<file path="config.mk">
export PLATFORM = sky130hd
export DESIGN_NAME = shift_arbiter
export DESIGN_NICKNAME = d
export VERILOG_FILES = /design/src/rtl/shift_arbiter_pkg.sv /design/src/rtl/shift_arbiter_shifter.sv /design/src/rtl/shift_arbiter.sv
export SDC_FILE = /design/constraint.sdc
export NUM_CORES = 1
export LEC_CHECK = 0
export CAP_MARGIN = 20
export CORE_MARGIN = 2
export CORE_UTILIZATION = 47
export DETAILED_ROUTE_END_ITERATION = 8
export PLACE_DENSITY = 0.86
export SLEW_MARGIN = 20
export SYNTH_ARGS = -nofsm -noshare
export SYNTH_HDL_FRONTEND = slang
export SYNTH_HIERARCHICAL = 1
export SYNTH_SLANG_ARGS = --single-unit
</file>
<file path="constraint.sdc">
create_clock -name clk -period 3.4 [get_ports clk]
set_clock_uncertainty 0.2 [all_clocks]
set_input_delay 0.51 -clock clk [delete_from_list [all_inputs] [get_ports clk]]
set_output_delay 0.51 -clock clk [all_outputs]
set_load 0.01 [all_outputs]
</file>
<file path="src/rtl/shift_arbiter_pkg.sv">
// Shared constants for the two-requester shift arbiter: datapath widths and requester ids.
package shift_arbiter_pkg;

    localparam int unsigned DATA_W = 16;
    localparam int unsigned SH_W   = 5;

    localparam logic REQ0 = 1'b0;
    localparam logic REQ1 = 1'b1;

    // Shift amounts at or beyond the operand width flood the result with the fill bit.
    localparam logic [SH_W-1:0] SH_FULL = SH_W'(DATA_W);

endpackage

</file>
<file path="src/rtl/shift_arbiter_shifter.sv">
// Combinational right shifter: logical or arithmetic, with amounts >= DATA_W saturating to the fill bit.
import shift_arbiter_pkg::*;

module right_shifter (
    input  logic [DATA_W-1:0] data,
    input  logic [SH_W-1:0]   sh,
    input  logic              sign,
    output logic [DATA_W-1:0] result
);

    logic              ext;
    logic signed [DATA_W:0] wide;
    logic signed [DATA_W:0] shifted;

    // One extra top bit carries the fill value so a single arithmetic shift covers both modes.
    always_comb begin
        ext     = sign && data[DATA_W-1];
        wide    = {ext, data};
        shifted = wide >>> sh;
        result  = (sh >= SH_FULL) ? {DATA_W{ext}} : shifted[DATA_W-1:0];
    end

endmodule

</file>
<file path="src/rtl/shift_arbiter.sv">
// Two-requester round-robin arbiter in front of a shared right shifter, with a single registered result stage.
import shift_arbiter_pkg::*;

module shift_arbiter (
    input  logic              clk,
    input  logic              rst,
    input  logic              req0_valid,
    output logic              req0_ready,
    input  logic [DATA_W-1:0] req0_data,
    input  logic [SH_W-1:0]   req0_sh,
    input  logic              req0_sign,
    input  logic              req1_valid,
    output logic              req1_ready,
    input  logic [DATA_W-1:0] req1_data,
    input  logic [SH_W-1:0]   req1_sh,
    input  logic              req1_sign,
    output logic              rsp_valid,
    input  logic              rsp_ready,
    output logic              rsp_id,
    output logic [DATA_W-1:0] rsp_data
);

    logic              prio;
    logic              accept;
    logic              grant0;
    logic              grant1;
    logic              take;
    logic              sel;
    logic [DATA_W-1:0] op_data;
    logic [SH_W-1:0]   op_sh;
    logic              op_sign;
    logic [DATA_W-1:0] shifted;

    always_comb begin
        accept     = !rsp_valid || rsp_ready;
        grant0     = req0_valid && (!req1_valid || prio == REQ0);
        grant1     = req1_valid && (!req0_valid || prio == REQ1);
        req0_ready = !rst && accept && grant0;
        req1_ready = !rst && accept && grant1;
        take       = req0_ready || req1_ready;
        sel        = grant1 ? REQ1 : REQ0;
        op_data    = sel ? req1_data : req0_data;
        op_sh      = sel ? req1_sh   : req0_sh;
        op_sign    = sel ? req1_sign : req0_sign;
    end

    right_shifter u_shifter (
        .data   (op_data),
        .sh     (op_sh),
        .sign   (op_sign),
        .result (shifted)
    );

    // A load takes precedence over a drain so back-to-back transfers never bubble.
    always_ff @(posedge clk) begin
        if (rst) begin
            rsp_valid <= 1'b0;
            rsp_data  <= '0;
            rsp_id    <= REQ0;
            prio      <= REQ0;
        end else if (take) begin
            rsp_valid <= 1'b1;
            rsp_data  <= shifted;
            rsp_id    <= sel;
            prio      <= ~sel;
        end else if (rsp_ready) begin
            rsp_valid <= 1'b0;
        end
    end

endmodule

</file>
==> impl_metrics.toml <==
[route]
drcViolationCount = 0
ant_nets = 0
dr.pass1.iters = 5
wl_per_cell_um = 16.2
finalWirelength_um = 5440
avgViaCountPerCell = 6.09
vias = 2047
initialDrtViolationCount = 205

[synth]
synth_top_cell_area_share_pct = 18.0
async_reset_ff_share_pct = 0
synth-seq-cells = 19
yosysMostFrequentCell = "nand2_1"
ys_warn_count = 6
synth_area_um2 = 2110
synthTopCellsByCount = "nand2_1, mux2_4, dfxtp_1"
synth_edf_count = 0
synth_ff_type = "dfxtp_1"
ys_seq_area_share_pct = 18.0
yosysTopAreaCell = "dfxtp_1"
synth_nets = 279
ys_types = 48
synth_cells = 230
yosys-top-cells-area = "dfxtp_1, mux2_4, mux4_2, o211ai_1, mux2_2"
syn_avg_cell_area_um2 = 9.18

[global_routing]
track_usage_pct = 21.8
grt_max_degree = 34
grt_overflow_total = 0
first_global_vias = 1939
grt_pass1_wl_um = 9110
antenna_found_initial = 0

[power]
vdd_drop_max_uv = 157
power.density_nw_per_um2 = 305
p_leak_nw = 1.13

[setup_path]
rr_worst_depth = 10
crit_required_ns = 3.40
rrSetupSlack_ns = 0.74
crit_top_cell = "buf_4"
crit_fanout = 13
startpoint_type = "primary input"
crit_chain = "clkdlybuf4s50_1 > inv_2 > o21ai_4 > buf_4 > mux2_4 > buf_4 > nor2_1 > o2bb2ai_1 > mux2i_1 > o21ai_0 > nand4_1 > nand2_1"
path_depth = 12
critPathTopFamily = "buffers and inverters"
max_stage_delay_ns = 0.49
critPathSlowestCell = "clkdlybuf4s50_1"
crit_arrival_ns = 3.06
cp.buffers_inverters = 4
crit_type = "in -> reg"
cp-end-kind = "register"

[clock_tree]
cts_tree = "done"
htreeDepth = 1
post_cts_buffers = 0
cts-root-buf = "clkbuf_8"
clk_latency_ns = 0.25
cts_buffer_depth = 2
numCtsBuffers = 3
clkTransAtPathRegs_ns = 0.07
cts.repair.resized = 0
cts.hold.buffers_added = 0
cts_sinks = 19

[floorplan]
row_count = 24
core_area_um2 = 4350
start_util_pct = 48.5
die_height_um = 71.0
die_area_um2 = 5050
io_pins = 69
die_w_um = 71.0

[sta]
finalHoldViolCount = 0
setup_viol_count_final = 0
period_share_pct = 90.1
fmax_mhz = 327
max_slew_margin_pct = 40.9
drv_slew = 0
rsz0062_at_grt = "no"
worst_slew_pin_slew_ns = 0.886
period_needed_ns = 3.06
tns_ns = 0

[cells_and_area]
regArea_um2 = 380
area.growth.synth_to_final_pct = 31.4
nFillCells = 357
postLayoutCoreUtil_pct = 63.7
multi_input_area_um2 = 1530
num_antenna_cells = 0
fin_nets = 334
layout-drive-gt1-share_pct = 20.1
fin_cells = 336

[placed_design]
detailed_place_hpwl_um = 4180
dp_cells = 332
gp_congestion = 0.916
io_buffer_count = 68

[min_path]
min_path_type = "reg -> reg"
min_path_cells = 2

[flow_run]
drv_cap = 0

[outcome]
outcome = "finished clean"
[cell usage in the layout, fill, tap and decap left out, types with 2 or more instances in the layout]
cell,count
nand3_1,4
a211oi_1,4
nand2b_1,3
o22ai_1,4
o21ai_0,9
mux2i_1,11
nor2b_1,2
dfxtp_1,19
nand4_1,16
a21oi_1,6
nor2_1,6
o211ai_1,17
or2_2,2
mux2_4,20
a311oi_1,2
inv_1,3
mux4_1,2
nor3_1,4
nand2_1,26
buf_4,8
mux2_2,11
a31o_2,2
and3_1,2
and2_1,4
mux4_2,8
clkdlybuf4s50_1,68
clkbuf_8,3
[power by group]
part	leakage [nW]	switching (W)	internal, W
registers	0.156	0.0000133	0.000244
clock network	0.0228	0.0000736	0.0000833
logic	0.955	0.000196	0.000236
total	1.13	0.000283	0.000563
[metal layers]
layer / part of all wire [%] / up-vias / track usage [%]
met3: 5.5 / 4 / 2.85
met5: 0 / - / 0
met1: 44 / 972 / 29.7
li1: - / 997 / -
met4: 0.31 / 0 / 1.89
met2: 51 / 74 / 38.4
[sequential cells by signal (all words and copies together), names as in the netlist]
| signal | flops |
|---|---|
| rsp_valid | 1 |
| rsp_id | 1 |
| rsp_data | 16 |
| prio | 1 |
[layout make-up]
cell class                 count  area share [%]
inverter                       5           0.676
timing repair buffer          76            26.7
sequential                    19            13.7
clock buffer                   4            1.62
multi-input combinational    180            55.0
tap                           52            2.34
[through the flow]
stage               cell area (µm²)  power, W  worst slack (ns)  hold WS, ns
CTS                            2780  0.000844             0.384        0.290
detailed placement             2730  0.000688             0.111        0.280
floorplan                      2110  0.000552             0.656        0.292
finish                         2780  0.000846             0.337        0.285
global placement               2730  0.000680             0.132        0.278
global route                   2780  0.000892             0.173        0.306
[kinds of logic (layout without fill, tap and decap cells)]
group / count (synthesis) / after routing / synth area share (%)
mux: 52 / 52 / 36.3
flops: 19 / 19 / 18.0
simple gates: 73 / 73 / 17.5
buf+inv: 31 / 85 / 9.77
compound gates: 55 / 55 / 18.4
[path summary, 6_finish.rpt]
path	from	to
worst min-delay path	rsp_id	rsp_id
worst min register to register	rsp_id	rsp_id
worst max register to register	prio	rsp_data[10]
worst max-delay path	req0_valid	rsp_data[10]
[worst reg2reg max path: stages, from the launching register on]
cell,delay (ns)
dfxtp_1,0.36
o21ai_4,0.22
buf_4,0.20
mux2_4,0.40
buf_4,0.21
nor2_1,0.23
o2bb2ai_1,0.21
mux2i_1,0.12
o21ai_0,0.24
nand4_1,0.12
nand2_1,0.09
(Power assumes the default switching activity.)
